**src/rtl/sig_event_det_pkg.sv**
```systemverilog
// Shared types and helpers for the multi-channel signal event detector.
package sig_event_det_pkg;

    localparam int DET_MODE_W = 3;

    typedef enum logic [DET_MODE_W-1:0] {
        DET_LOW  = 3'd0,
        DET_HIGH = 3'd1,
        DET_RISE = 3'd2,
        DET_FALL = 3'd3,
        DET_BOTH = 3'd4
    } det_mode_e;

    // Condition for one channel given its filtered value and the value one cycle earlier.
    // Codes 5..7 are reserved and never fire.
    function automatic logic det_cond(logic [DET_MODE_W-1:0] mode, logic fv, logic fv_d);
        logic r;
        r = 1'b0;
        case (mode)
            DET_LOW:  r = ~fv;
            DET_HIGH: r = fv;
            DET_RISE: r = fv & ~fv_d;
            DET_FALL: r = ~fv & fv_d;
            DET_BOTH: r = fv ^ fv_d;
            default:  r = 1'b0;
        endcase
        return r;
    endfunction

endpackage

```
**src/rtl/sig_event_detector_if.sv**
```systemverilog
// Control/status bundle of the signal event detector.
// master = register block / stimulus side, slave = detector.
interface sig_event_detector_if
    import sig_event_det_pkg::*;
#(
    parameter int NUM_CH = 4,
    parameter int FILT_W = 4
);
    logic [NUM_CH-1:0]            i_en;
    logic [DET_MODE_W*NUM_CH-1:0] i_mode;
    logic [FILT_W-1:0]            i_filt_len;
    logic [NUM_CH-1:0]            i_sig_in;
    logic [NUM_CH-1:0]            i_sts_clr;
    logic [NUM_CH-1:0]            o_detect;
    logic [NUM_CH-1:0]            o_sts;
    logic                         o_irq;

    modport master (
        output i_en, i_mode, i_filt_len, i_sig_in, i_sts_clr,
        input  o_detect, o_sts, o_irq
    );

    modport slave (
        input  i_en, i_mode, i_filt_len, i_sig_in, i_sts_clr,
        output o_detect, o_sts, o_irq
    );
endinterface

```
**src/rtl/sig_filter_ch.sv**
```systemverilog
// One channel: input synchroniser, glitch filter and one-cycle delay of the filtered value.
// Optional macro SIG_EVENT_DET_SYNC2_EN adds a second synchroniser flop for asynchronous pins.
module sig_filter_ch #(
    parameter int   FILT_W  = 4,
    parameter logic RST_LVL = 1'b0
) (
    input  logic              i_clk,
    input  logic              i_rst,
    input  logic              i_sig,
    input  logic [FILT_W-1:0] i_filt_len,
    output logic              o_fv,
    output logic              o_fv_d
);
    localparam logic [FILT_W-1:0] CNT_ONE = {{(FILT_W-1){1'b0}}, 1'b1};

    logic              s1;
    logic              s_flt;
    logic [FILT_W-1:0] cnt;

`ifdef SIG_EVENT_DET_SYNC2_EN
    logic s2;

    // Second synchroniser stage for truly asynchronous inputs.
    always_ff @(posedge i_clk) begin
        if (i_rst) s2 <= RST_LVL;
        else       s2 <= s1;
    end

    assign s_flt = s2;
`else
    assign s_flt = s1;
`endif

    // Filtered value follows the synchronised input only after it has disagreed for L+1
    // consecutive cycles; cnt >= L also covers L being lowered below a running count.
    always_ff @(posedge i_clk) begin
        if (i_rst) begin
            s1     <= RST_LVL;
            cnt    <= '0;
            o_fv   <= RST_LVL;
            o_fv_d <= RST_LVL;
        end else begin
            s1     <= i_sig;
            o_fv_d <= o_fv;
            if (s_flt == o_fv) begin
                cnt <= '0;
            end else if (cnt >= i_filt_len) begin
                o_fv <= s_flt;
                cnt  <= '0;
            end else begin
                cnt <= cnt + CNT_ONE;
            end
        end
    end
endmodule

```
**src/rtl/sig_event_detector.sv**
```systemverilog
// Multi-channel event detector: per-channel filter, mode decode, registered detect,
// sticky status with clear, and a single interrupt.
// Optional macro SIG_EVENT_DET_SYNC2_EN (in sig_filter_ch) adds one cycle of latency.
module sig_event_detector
    import sig_event_det_pkg::*;
#(
    parameter int   NUM_CH  = 4,
    parameter int   FILT_W  = 4,
    parameter logic RST_LVL = 1'b0
) (
    input  logic                 i_clk,
    input  logic                 i_rst,
    sig_event_detector_if.slave  bus
);
    logic [NUM_CH-1:0] fv;
    logic [NUM_CH-1:0] fv_d;
    logic [NUM_CH-1:0] cond;
    logic [NUM_CH-1:0] hit;
    logic [NUM_CH-1:0] sts_next;

    for (genvar c = 0; c < NUM_CH; c++) begin : g_ch
        sig_filter_ch #(
            .FILT_W  (FILT_W),
            .RST_LVL (RST_LVL)
        ) u_filt (
            .i_clk      (i_clk),
            .i_rst      (i_rst),
            .i_sig      (bus.i_sig_in[c]),
            .i_filt_len (bus.i_filt_len),
            .o_fv       (fv[c]),
            .o_fv_d     (fv_d[c])
        );

        assign cond[c] = det_cond(bus.i_mode[DET_MODE_W*c +: DET_MODE_W], fv[c], fv_d[c]);
    end

    // Filtering runs regardless of enable; only the qualified hit is gated.
    assign hit = bus.i_en & cond;

    // A new hit outranks a clear arriving in the same cycle.
    always_comb begin
        sts_next = (bus.o_sts & ~bus.i_sts_clr) | hit;
    end

    // Registered outputs; irq is taken from next-state status so it moves with o_sts.
    always_ff @(posedge i_clk) begin
        if (i_rst) begin
            bus.o_detect <= '0;
            bus.o_sts    <= '0;
            bus.o_irq    <= 1'b0;
        end else begin
            bus.o_detect <= hit;
            bus.o_sts    <= sts_next;
            bus.o_irq    <= |sts_next;
        end
    end
endmodule

```
**src/flat_wrapper.sv**
```systemverilog
// flat-port wrapper written by rule: the top's interface ports become plain ports
module sig_event_detector_flat import sig_event_det_pkg::*;
#(
    parameter int   NUM_CH  = 4,
    parameter int   FILT_W  = 4,
    parameter logic RST_LVL = 1'b0
)
  (i_clk, i_rst, bus_i_en, bus_i_mode, bus_i_filt_len, bus_i_sig_in, bus_i_sts_clr, bus_o_detect, bus_o_sts, bus_o_irq);
  sig_event_detector_if #(.NUM_CH(NUM_CH), .FILT_W(FILT_W)) bus_i ();
  input  logic i_clk;
  input  logic i_rst;
  input wire logic [$bits(bus_i.i_en)-1:0] bus_i_en;
  input wire logic [$bits(bus_i.i_mode)-1:0] bus_i_mode;
  input wire logic [$bits(bus_i.i_filt_len)-1:0] bus_i_filt_len;
  input wire logic [$bits(bus_i.i_sig_in)-1:0] bus_i_sig_in;
  input wire logic [$bits(bus_i.i_sts_clr)-1:0] bus_i_sts_clr;
  output wire logic [$bits(bus_i.o_detect)-1:0] bus_o_detect;
  output wire logic [$bits(bus_i.o_sts)-1:0] bus_o_sts;
  output wire logic [$bits(bus_i.o_irq)-1:0] bus_o_irq;
  assign bus_i.i_en = bus_i_en;
  assign bus_i.i_mode = bus_i_mode;
  assign bus_i.i_filt_len = bus_i_filt_len;
  assign bus_i.i_sig_in = bus_i_sig_in;
  assign bus_i.i_sts_clr = bus_i_sts_clr;
  assign bus_o_detect = bus_i.o_detect;
  assign bus_o_sts = bus_i.o_sts;
  assign bus_o_irq = bus_i.o_irq;
  sig_event_detector #(.NUM_CH(NUM_CH), .FILT_W(FILT_W), .RST_LVL(RST_LVL)) u_core (.i_clk(i_clk), .i_rst(i_rst), .bus(bus_i));
endmodule
```
**config.mk**
```make
export PLATFORM = sky130hd
export DESIGN_NAME = sig_event_detector_flat
export DESIGN_NICKNAME = d
export VERILOG_FILES = /design/src/rtl/sig_event_det_pkg.sv /design/src/rtl/sig_event_detector_if.sv /design/src/rtl/sig_filter_ch.sv /design/src/rtl/sig_event_detector.sv /design/src/flat_wrapper.sv
export SDC_FILE = /design/constraint.sdc
export NUM_CORES = 1
export LEC_CHECK = 0
export BUFFER_PORTS_ARGS = -buffer_cell sky130_fd_sc_hd__buf_2
export CORE_MARGIN = 5
export CORE_UTILIZATION = 58
export DETAILED_ROUTE_END_ITERATION = 7
export PLACE_DENSITY = 0.83
export SETUP_SLACK_MARGIN = 0.2
export SLEW_MARGIN = 20
export SYNTH_ARGS = -nofsm -noshare
export SYNTH_HDL_FRONTEND = slang
export SYNTH_SLANG_ARGS = --single-unit
```
**constraint.sdc**
```tcl
create_clock -name i_clk -period 5.4 [get_ports i_clk]
set_clock_uncertainty 0.05 [all_clocks]
set_input_delay 0 -clock i_clk [delete_from_list [all_inputs] [get_ports i_clk]]
set_output_delay 0 -clock i_clk [all_outputs]
set_load 0.05 [all_outputs]
```
# Word level (Yosys, flattened, before mapping)

Cells that the tools add are included.

Register bits after elaboration: 37
Bits of input ports: 30
Output and inout bits: 9
Logic and storage cells: 92

Add/subtract/negate cells: 4
Order comparisons: 4
Equality and inequality tests: 20
Mux-type cells: 4
Bitwise gates (word level): 28
Reductions and logical operators: 13

Operators by type and width:

| kind                  | number |
|---|---|
| $eq A3 B2 Y1 const B  | 8 |
| $pmux W1 S5           | 4 |
| $add A4 B1 Y4 const B | 4 |
| $ge A4 B4 Y1          | 4 |
| $eq A3 B1 Y1 const B  | 4 |
| $eq A3 B3 Y1 const B  | 4 |
| $logic_not A3 Y1      | 4 |
| $not A1 Y1            | 12 |
| $reduce_or A3 Y1      | 4 |
| $and A1 B1 Y1         | 8 |
| $and A4 B4 Y4         | 2 |
| $reduce_and A2 Y1     | 4 |
| $eq A1 B1 Y1          | 4 |
| $not A4 Y4            | 1 |
| $or A4 B4 Y4          | 1 |
| $reduce_or A4 Y1      | 1 |
| $xor A1 B1 Y1         | 4 |

# Logic depth before layout (Yosys ltp)

Gate-level depths: netlist of the first run.

Depth after elaboration: 6
Depth in mapped cells: 7
Gate-level depth less buffers: 7

# Modules after synthesis

Synthesis of the first run repeated with hierarchy kept, for this count alone.

Cell total of the unflattened synthesis: 219
Area total of the unflattened synthesis: 2082.0 µm²

Modules (own cells, without submodules):

| module             | times used | cells each | area an instance (µm²) |
|---|---|---|---|
| sig_filter_ch      | 4          | 36         | 362.8 |
| sig_event_detector | 1          | 75         | 630.6 |

# Worst setup path after synthesis of the first run

OpenSTA, ideal clock, no wires.

Path type: register -> register
Start: reg u_core.g_ch[0].u_filt.cnt[0]
End: reg u_core.g_ch[0].u_filt.cnt[2]
Data arrival time: 1.643 ns
Required time: 5.286 ns
Setup slack: 3.642 ns
Cell stages (with the launch flop): 8
Clock period less this slack: 1.758 ns
Cells stage by stage: dfxtp_1 -> inv_1 -> ha_1 -> nand2b_1 -> a21o_1 -> a21o_1 -> a2111o_1 -> nor2_1

Word-level cells in the longest chain between the ends: 2
Elaborated cells on any way between the ends: 3
Those cells by class: 1 x add/sub; 1 x order compare; 1 x reduce/logical

Ends and longest elaborated chain:

| item                              | RTL line            | RTL |
|---|---|---|
| from (decl)                       | sig_filter_ch.sv:18 | `logic [FILT_W-1:0] cnt;` |
| from (signal assigned)            | sig_filter_ch.sv:51 | `cnt <= cnt + CNT_ONE;` |
| $ge A4 B4 Y1                      | sig_filter_ch.sv:47 | `end else if (cnt >= i_filt_len) begin` |
| $reduce_or A3 Y1 (no source line) | -                   |  |

Parallel ways exist; a longest one is shown, timed or not.
A chain may end at the register's enable or synchronous reset.

# Final worst setup path of the first run

Start: reg u_core.g_ch[1].u_filt.o_fv
End: reg u_core.bus.o_detect[1]

Word-level cells in the longest chain between the ends: 4
Elaborated cells on any way between the ends: 6
Those cells by class: 1 x mux; 5 x bitwise

Ends and longest elaborated chain:

| item                   | RTL line                                         | RTL |
|---|---|---|
| from (decl)            | sig_filter_ch.sv:11                              | `output logic o_fv,` |
| from (signal assigned) | sig_filter_ch.sv:48                              | `o_fv <= s_flt;` |
| $not A1 Y1             | sig_event_det_pkg.sv:20, sig_event_det_pkg.sv:23 |  |
| $and A1 B1 Y1          | sig_event_det_pkg.sv:23                          | `DET_FALL: r = ~fv & fv_d;` |
| $pmux W1 S5 (*)        | sig_event_det_pkg.sv:19                          | `case (mode)` |
| $and A4 B4 Y4 (*)      | sig_event_detector.sv:38                         | `assign hit = bus.i_en & cond;` |
| to (signal assigned)   | sig_event_detector.sv:52                         | `bus.o_detect <= hit;` |
| to (decl)              | sig_event_detector_if.sv:25                      | `output o_detect, o_sts, o_irq` |

Mark *: on every way between the ends. The rest lies on a longest branch, timed or not.

==> results of run 1 <==
tightest hold or removal path: stages:
cell	delay, ps
buf_2	110
nand2_1	50
o31ai_1	70
nor2b_1	130
where the power goes:
part | switching (mW) | internal, mW
clock network | 0.0845 | 0.0755
registers | 0.00501 | 0.280
logic | 0.0394 | 0.0362
logic make-up (layout without fill, tap and decap cells):
kind of cell    Yosys count  after routing  synth area share, %
simple gates             49             49                 12.0
xor+xnor                 15             15                 6.94
mux                       9              9                 5.03
fa+ha+maj                28             28                 18.5
compound gates           33             33                 12.8
flops                    37             37                 39.2
buf+inv                  28             85                 5.56
layout make-up:
class / count / area share [%]
Tap cell: 44 / 2.36
Multi-Input combinational cell: 134 / 44.9
Clock inverter: 1 / 0.215
Sequential cell: 37 / 31.8
Inverter: 26 / 4.19
Clock buffer: 7 / 2.79
Timing Repair Buffer: 51 / 13.7
state kept, by name, indices dropped and copies added, names as in the netlist:
name                       cells
u_core.bus.o_detect            4
u_core.g_ch.u_filt.o_fv_d      4
u_core.bus.o_irq               1
u_core.bus.o_sts               4
u_core.g_ch.u_filt.o_fv        4
u_core.g_ch.u_filt.cnt        16
u_core.g_ch.u_filt.s1          4
cells in the mapped netlist:
| cell | number | area share, % |
|---|---|---|
| a2111o_1 | 4 | 2.4 |
| a2111oi_0 | 1 | 0.46 |
| a21boi_0 | 1 | 0.40 |
| a21o_1 | 8 | 3.2 |
| a21oi_1 | 8 | 2.1 |
| a31o_2 | 1 | 0.46 |
| a41oi_1 | 1 | 0.46 |
| clkbuf_1 | 2 | 0.40 |
| dfxtp_1 | 37 | 39 |
| ha_1 | 28 | 19 |
| inv_1 | 26 | 5.2 |
| mux2_2 | 4 | 2.4 |
| mux2i_1 | 5 | 2.6 |
| nand2_1 | 3 | 0.60 |
| nand2b_1 | 4 | 1.3 |
| nand3_1 | 4 | 1.1 |
| nor2_1 | 27 | 5.4 |
| nor2b_1 | 11 | 3.6 |
| o2111ai_1 | 2 | 0.93 |
| o211ai_1 | 1 | 0.40 |
| o21ai_0 | 3 | 0.79 |
| o31a_1 | 1 | 0.46 |
| o31ai_1 | 2 | 0.79 |
| xnor2_1 | 11 | 5.1 |
| xor2_1 | 4 | 1.9 |
cell usage in the layout (no fill, tap or decap), types with 2 or more instances in the layout:
cell,n
a21o_1,8
dfxtp_1,37
o31ai_1,2
xor2_1,4
clkbuf_8,2
a21oi_1,8
mux2i_1,5
clkbuf_4,5
o21ai_0,3
a2111o_1,4
nor2_1,27
mux2_2,4
buf_2,38
nand2_1,3
nand2b_1,4
dlygate4sd3_1,13
nand3_1,4
nor2b_1,11
ha_1,28
xnor2_1,11
o2111ai_1,2
inv_1,26
worst paths after layout:
check        slack (ps)  cells after the start                                      end
max                3370                      8        u_core.bus.o_detect[1]$_SDFF_PP0_
min reg2reg         420                      1  u_core.g_ch[3].u_filt.cnt[0]$_SDFF_PP0_
min                  20                      4        u_core.bus.o_detect[3]$_SDFF_PP0_
max reg2reg        3370                      8        u_core.bus.o_detect[1]$_SDFF_PP0_
metal layers:
metal / track usage [%] / up-vias / part of all wire [%]
met5: 0 / - / 0
met4: 6.58 / 0 / 1.6
met2: 34.1 / 25 / 54
li1: - / 781 / -
met1: 17.6 / 687 / 40
met3: 5.73 / 6 / 4.4
metrics by stage:
stage / util (%) / power [mW] / instances / setup slack, ps
finish: 75.1 / 0.521 / 300 / 3370
global route: 75.1 / 0.550 / 300 / 3210
CTS: 75.1 / 0.529 / 300 / 3390
detailed placement: 68.6 / 0.360 / 279 / 3490
global placement: 68.6 / 0.358 / 279 / 3560
floorplan: - / 0.336 / 199 / 3640
repair_timing:
item,CTS,global route
hold endpoints to repair,12,0
gates resized for setup,0,0
setup endpoints to repair,0,0
buffers inserted,0,0
hold buffers,13,0
==> flow_summary.ini, run 1 <==
[setup_path]
cp-startpoint = u_core.g_ch[1].u_filt.o_fv$_SDFFE_PP0P_
crit_path_max_fanout = 4
cpMaxStageDelayCell = dlygate4sd3_1
cp-end-kind = register
crit_family = buffers and inverters
crit_path_max_incr_delay_ps = 570
worstPathArrival_ps = 2240
critPathLaunchType = register
worstPathRequired_ps = 5620
path_class = reg -> reg
crit_path_cell_trace = inv_1 -> ha_1 -> o21ai_0 -> o211ai_1 -> o31ai_1 -> nand2_1 -> dlygate4sd3_1 -> nor2_1
rr_startpoint = u_core.g_ch[1].u_filt.o_fv$_SDFFE_PP0P_
path_buf_inv = 2

[timing]
fmax_ghz = 0.494
setup_viol = 0
fin_crit_ps = 2030
final.setup.tns_ps = 0
max_slew_margin_pct = 69.3
slew_violations = 0
fin_crit_sh_pct = 37.5
rsz0062_at_grt = no
finalHoldViolCount = 0
hold_slack_ps = 21.1
worst_pin_slew_ps = 460

[clock_tree]
cts.sink_count = 37
clockBufferDepth = 2
clk_pin_slew_ps = 110
numCtsBuffers = 5
worst_skew_pair.late_latency_ps = 320
htreeDepth = 2
cts_root_buf = clkbuf_4
cts_tree = built

[synth]
avgSynthCellArea_sq_um = 9.51
synthCells = 199
ys_seq_area_share_pct = 39.2
yosysWarnings = 0
ys_types = 25
netlist_area_sq_mm = 0.00189
ys_seq_elements = 37
syn-num-nets = 257

[layout]
area_growth_pct = 23.1
design_area_sq_mm = 0.00233
nets = 313
regArea_sq_um = 741
multi_input_area_sq_mm = 0.00105
fillers = 253
layout-drive-gt1-share_pct = 19.9
diodes = 0

[drt]
drc = 0
via_per_inst = 5.00
ant_nets = 0
num_vias = 1499
firstDrtPassIters = 4
drt_iter0_markers = 21
routed_wl_um = 3560
wl_per_cell_um = 11.9

[floorplanning]
die_h_um = 67.1
core_sq_mm = 0.00310
num_rows = 20
start_util_pct = 61.0
dieArea_sq_mm = 0.00450
io_pins = 39
die_x_um = 67.1

[global_routing]
grt_pass1_vias = 1540
antenna_found_initial = 0
grt_max_degree = 26
grt-ovfl-total = 0
grt_use_total_pct = 17.8
grt_pass1_wl_um = 6040

[place]
placed_area_sq_mm = 0.00213
gp_routability_congestion = 0.787
dp_hpwl_um = 2720
io_buffers = 38

[power_and_ir_drop]
peakVddDrop_mv = 0.180
p_per_area_mw_per_mm2 = 224
p_leak_nw = 1.12

[run]
cap_violations = 0

[min_path]
worstHoldStart = bus_i_mode[10]
min_path_type = in -> reg

[run_status]
status = finished, final reports clean
(Power assumes the default switching activity.)
==> inputs of run 2 (changes only) <==
--- a/config.mk
+++ b/config.mk
@@ -5,11 +5,12 @@
 export SDC_FILE = /design/constraint.sdc
 export NUM_CORES = 1
 export LEC_CHECK = 0
+export ABC_AREA = 1
 export BUFFER_PORTS_ARGS = -buffer_cell sky130_fd_sc_hd__buf_2
 export CORE_MARGIN = 5
-export CORE_UTILIZATION = 58
+export CORE_UTILIZATION = 55
 export DETAILED_ROUTE_END_ITERATION = 7
-export PLACE_DENSITY = 0.83
+export PLACE_DENSITY = 0.78
 export SETUP_SLACK_MARGIN = 0.2
 export SLEW_MARGIN = 20
 export SYNTH_ARGS = -nofsm -noshare
==> constraint.sdc (replaced) <==
create_clock -name i_clk -period 2.04 [get_ports i_clk]
set_clock_uncertainty 0.05 [all_clocks]
set_input_delay 0 -clock i_clk [delete_from_list [all_inputs] [get_ports i_clk]]
set_output_delay 0 -clock i_clk [all_outputs]
set_load 0.05 [all_outputs]
==> run 2 against run 1 <==
Net effect: cell area grew 6.6%; sequential share of layout area shrank 2.0 points; core utilization shrank 6.7 points; clock-buffer cell count is the same; critical path depth shrank 1; combinational power grew to 3.5 times the previous value; die area grew 12%; largest power group unchanged; hold slack gained 35 ps.
==> flow_summary.ini, run 2 <==
[global_routing]
met2_usage_pct = 25.7
grt-ovfl-total = 0
grt_use_total_pct = 16.1
grt_util_met1_pct = 19.3
busiest_layer = met2
antenna_found_initial = 0
grt_max_degree = 23
grt_pass1_vias = 1577
gr-usage-met3_pct = 6.25
grt_pass1_wl_um = 6440

[place]
io_buffers = 38
gp_routability_congestion = 0.795
place_ws_ps = 527
dp_hpwl_um = 2840

[layout]
diodes = 0
fillers = 303
regMostFlops = u_core.g_ch.u_filt.cnt
post-route-util_pct = 68.4
largest_reg_flops = 16
final_cell_mix = inv_1, buf_2, nand2_1, dfxtp_1, ha_1
nets = 377
final_common_cell = inv_1
area_growth_pct = 21.6
layout-drive-gt1-share_pct = 22.6

[clock_tree]
clockBufferDepth = 2
htreeDepth = 2
numCtsBuffers = 5
postCtsSetupBuffers = 0
cts_tree = built
cts_resized = 0
worst_skew_pair.late_latency_ps = 280
cts.sink_count = 37
clk_pin_slew_ps = 70
cts_root_buf = clkbuf_8

[synth]
ys_seq_area_share_pct = 36.3
synth_edf_count = 0
ys_top_cells_by_area = dfxtp_1, ha_1, inv_1
ys_types = 22
synthFlopType = dfxtp_1
synth_commonest_cells = inv_1, dfxtp_1, nand2_1, ha_1, nor2_1
ys_seq_elements = 37
synthCells = 264
yosys.area.top_type_share_pct = 36.3
syn-num-nets = 322
synth_top_area_cell = dfxtp_1
yosysWarnings = 0
synthArstFlopShare_pct = 0
yosysMostFrequentCell = inv_1
netlist_area_sq_mm = 0.00204
avgSynthCellArea_sq_um = 7.74

[setup_path]
crit_path_cell_trace = ha_1 -> inv_1 -> nor2_1 -> o211ai_2 -> nand3_1 -> or2_1 -> nor2_1
crit_path_max_incr_delay_ps = 330
crit_top_cell = nor2_1
cpMaxStageDelayCell = dfxtp_1
worstPathRequired_ps = 2210
crit_family = simple AND/OR/NAND/NOR gates
crit_path_max_fanout = 4
path_class = reg -> reg
worstPathArrival_ps = 1680
path_buf_inv = 1
cp-end-kind = register
critPathLaunchType = register

[timing]
fmax_ghz = 0.664
final.setup.tns_ps = 0
max_slew_margin_pct = 72.9
fin_crit_ps = 1510
rsz0062_at_grt = no
setup_ws_ps = 533
finalHoldViolCount = 0
fin_crit_sh_pct = 73.8
setup_viol = 0
worst_pin_slew_ps = 406
slew_violations = 0

[power_and_ir_drop]
p_per_area_mw_per_mm2 = 621
peakVddDrop_mv = 0.530
p_leak_nw = 1.28

[drt]
num_vias = 1679
ant_nets = 0
via_per_inst = 4.57
routed_wl_um = 3690
drc = 0
drt_iter0_markers = 29
wl_per_cell_um = 10.0
firstDrtPassIters = 5

[floorplanning]
dieArea_sq_mm = 0.00503
start_util_pct = 56.2
die_x_um = 71.0
die_h_um = 71.0
num_rows = 22
io_pins = 39
core_sq_mm = 0.00363

[run_status]
status = finished, final reports clean

[min_path]
min_path_type = in -> reg

[run]
cap_violations = 0
-- run 2: power by group --
| group | internal (mW) | total, mW | leakage (nW) | switching, mW |
|---|---|---|---|---|
| combinational | 0.109 | 0.268 | 0.932 | 0.158 |
| clock | 0.268 | 0.502 | 0.0443 | 0.234 |
| sequential | 0.753 | 0.774 | 0.301 | 0.0213 |
| total | 1.13 | 1.54 | 1.28 | 0.413 |
-- run 2: what timing repair did --
action,CTS,global route
endpoints found under the hold margin,12,0
hold buffers,12,0
endpoints found under the setup margin,0,0
-- run 2: final timing paths --
path | startpoint | end | slack, ps | depth (start not counted)
hold reg to reg | u_core.g_ch[2].u_filt.cnt[0]$_SDFF_PP0_ | u_core.g_ch[2].u_filt.cnt[0]$_SDFF_PP0_ | 410 | 1
setup / recovery | u_core.g_ch[2].u_filt.cnt[1]$_SDFF_PP0_ | u_core.g_ch[2].u_filt.cnt[1]$_SDFF_PP0_ | 530 | 7
setup reg to reg | u_core.g_ch[2].u_filt.cnt[1]$_SDFF_PP0_ | u_core.g_ch[2].u_filt.cnt[1]$_SDFF_PP0_ | 530 | 7
hold / removal | bus_i_mode[8] | u_core.bus.o_detect[2]$_SDFF_PP0_ | 60 | 5
-- run 2: stage by stage --
step                instances  instance area (sq um)  hold WS [ps]  power, mW
floorplan                 264                   2040          57.0      0.968
global placement          348                   2280           155       1.04
detailed placement        348                   2280           160       1.04
CTS                       367                   2480          40.3       1.57
global route              367                   2480          47.7       1.64
finish                    367                   2480          56.2       1.54
-- run 2: area by class of cell --
cell class	instances	area [sq um]	share of cell area (%)
clock buffer	7	86.3	3.48
inverter	55	206	8.31
multi-input combinational	170	1080	43.5
sequential	37	741	29.8
tap	48	60.1	2.42
timing repair buffer	50	310	12.5
-- run 2: cell families after synthesis --
family | Yosys count | share of synthesized area, %
and+or+nand+nor | 105 | 23.6
buffers and inverters | 57 | 10.9
DFF | 37 | 36.3
AOI/OAI and AO/OA | 29 | 8.70
adders and majority gates | 28 | 17.1
xor gates and xnor gates | 8 | 3.43
-- run 2: routing by layer --
layer  share of wire, %  up-vias
met4                1.5        0
li1                   -      935
met1                 47      704
met3                5.9        6
met2                 46       34
met5                  0        -
-- run 2: worst reg2reg max path: stages, from the launching register on --
cell and delay [ps]:
dfxtp_1 330, ha_1 300, inv_1 60, nor2_1 40
o211ai_2 130, nand3_1 140, or2_1 290, nor2_1 110
==> inputs of run 3 (changes only) <==
--- a/config.mk
+++ b/config.mk
@@ -8,9 +8,9 @@
 export ABC_AREA = 1
 export BUFFER_PORTS_ARGS = -buffer_cell sky130_fd_sc_hd__buf_2
 export CORE_MARGIN = 5
-export CORE_UTILIZATION = 55
+export CORE_UTILIZATION = 49
 export DETAILED_ROUTE_END_ITERATION = 7
-export PLACE_DENSITY = 0.78
+export PLACE_DENSITY = 0.74
 export SETUP_SLACK_MARGIN = 0.2
 export SLEW_MARGIN = 20
 export SYNTH_ARGS = -nofsm -noshare
==> constraint.sdc (replaced) <==
create_clock -name i_clk -period 1.3 [get_ports i_clk]
set_clock_uncertainty 0.05 [all_clocks]
set_input_delay 0 -clock i_clk [delete_from_list [all_inputs] [get_ports i_clk]]
set_output_delay 0 -clock i_clk [all_outputs]
set_load 0.05 [all_outputs]
==> run 3 against run 2 <==
Net effect: the run now ends with negative setup slack left; largest cell class unchanged; hold slack got worse by 33 ps; sequential share of layout area decreased by 4.8 points; cell area increased by 23%; die area increased by 10%; critical path depth increased by 5; final cell count increased by 8.7%; first-iteration DRC count increased by 110%; clock power increased by 75%; register-to-register slack got worse by 650 ps; flip-flop and latch count unchanged; combinational power increased by 130%.
==> flow_summary.ini, run 3 (same netlist as run 2, synthesis figures left out) <==
[place]
placed_area_sq_mm = 0.00257
dp_hpwl_um = 3260
io_buffers = 38
dp.cells = 373
gp_routability_congestion = 0.794
place_ws_ps = -130

[layout]
largest_reg_flops = 16
regArea_sq_um = 767
final_cell_mix = buf_2, inv_1, nand2_1, buf_4, dfxtp_1
final_common_cell = buf_2
regMostFlops = u_core.g_ch.u_filt.cnt
multi_input_area_sq_mm = 0.00137
fillers = 268
nets = 406
post-route-util_pct = 76.1
design_area_sq_mm = 0.00307
instances_no_fill = 399
diodes = 0
layout-drive-gt1-share_pct = 51.0
area_growth_pct = 50.0

[timing]
fin_crit_ps = 1410
rsz0062_at_grt = yes
fin_crit_sh_pct = 109
setup_ws_ps = -113
fmax_ghz = 0.708
slew_violations = 0
setup_viol = 22
worst_pin_slew_ps = 520
finalHoldViolCount = 0
max_slew_margin_pct = 65.4

[floorplanning]
start_util_pct = 50.7
io_pins = 39
die_h_um = 74.6
die_x_um = 74.6
num_rows = 23
core_sq_mm = 0.00403
dieArea_sq_mm = 0.00556

[min_path]
min_path_type = in -> reg

[clock_tree]
cts_root_buf = clkbuf_8
clk_pin_slew_ps = 70
numCtsBuffers = 5
cts_tree = built
worst_skew_pair.late_latency_ps = 290
clockBufferDepth = 2
cts.sink_count = 37
htreeDepth = 2

[global_routing]
grt-ovfl-total = 0
antenna_found_initial = 0
grt_max_degree = 23
grt_use_total_pct = 18.9
grt_pass1_vias = 1955
met2_usage_pct = 35.0
busiest_layer = met2
grt_util_met1_pct = 20.3
gr-usage-met3_pct = 5.00
grt_pass1_wl_um = 8050

[drt]
via_per_inst = 4.80
firstDrtPassIters = 5
routed_wl_um = 5150
ant_nets = 0
drc = 0
wl_per_cell_um = 12.9
drt_iter0_markers = 60
num_vias = 1917

[run]
cap_violations = 0

[power_and_ir_drop]
combPwrFrac_pct = 22.4
peakVddDrop_mv = 0.711
p_int_mw = 1.94
p_per_area_mw_per_mm2 = 884
clockPowerShare_pct = 32.5
p_leak_nw = 1.48
switching_share_pct = 28.5
pwr-share-seq_pct = 45.1
p_switching_mw = 0.773

[run_status]
status = finished, violations left
violations = negative setup slack

[setup_path]
crit_path_max_fanout = 4
worstPathRequired_ps = 1410
reg2reg_setup_slack_ps = -110
path_class = reg -> reg
critPathLaunchType = register
worstPathArrival_ps = 1530
cp-end-kind = register
run 3: cell count changes in the layout (fill, tap and decap cells not counted), sizes merged:
cell,delta
clkinv,+1
buf,+31
dlygate4sd3,-2
run 3: through the flow:
step	total power [mW]	hold slack (ps)	setup TNS, ps
floorplan	1.54	57.0	-218
global placement	1.70	156	-1090
detailed placement	1.71	162	-1530
CTS	2.67	0.00597	-955
global route	2.85	19.3	-3510
finish	2.71	22.8	-1580
run 3: path summary, 6_finish.rpt:
path	from	to	depth (start not counted)
max	u_core.g_ch[3].u_filt.o_fv$_SDFFE_PP0P_	u_core.bus.o_irq$_SDFF_PP0_	12
min	bus_i_en[2]	u_core.bus.o_detect[2]$_SDFF_PP0_	4
max reg2reg	u_core.g_ch[3].u_filt.o_fv$_SDFFE_PP0P_	u_core.bus.o_irq$_SDFF_PP0_	12
min reg2reg	u_core.g_ch[2].u_filt.s1$_SDFF_PP0_	u_core.g_ch[2].u_filt.o_fv$_SDFFE_PP0P_	2
run 3: area by class of cell:
cell class                 instances  area share, %
multi-input combinational        170           44.6
clock buffer                       7           3.14
inverter                          55           6.98
tap                               50           2.04
sequential                        37           25.0
clock inverter                     1          0.163
timing repair buffer              79           18.1
run 3: critical path: stages (launching register included):
cell and delay, ps:
dfxtp_4 390, inv_4 50, ha_4 150, inv_2 40
nand2_1 40, nand3_1 70, nand2_1 60, nand2_1 60
nand2_1 60, nand2_2 100, nand2_2 80, nor2_4 90
a21oi_2 50
run 3: power groups by stage:
stage               combinational (mW)  sequential [mW]  clock [mW]
finish                           0.607             1.22       0.880
global route                     0.674             1.23       0.946
CTS                              0.556             1.22       0.892
detailed placement               0.472             1.24           0
global placement                 0.458             1.24           0
floorplan                        0.254             1.29           0
run 3: repair_timing:
item                       in CTS  in global routing
setup endpoints to repair      29                 29
hold buffers                   10                  0
setup buffers                   4                  4
gates resized for setup        51                 17
hold endpoints to repair       10                  0
pin swaps                      34                 13
run 3: per-layer routing:
metal  share of wire [%]  vias up
li1                    -      993
met3                 2.8       12
met2                  53       31
met4                 2.4        0
met1                  42      881
met5                   0        -
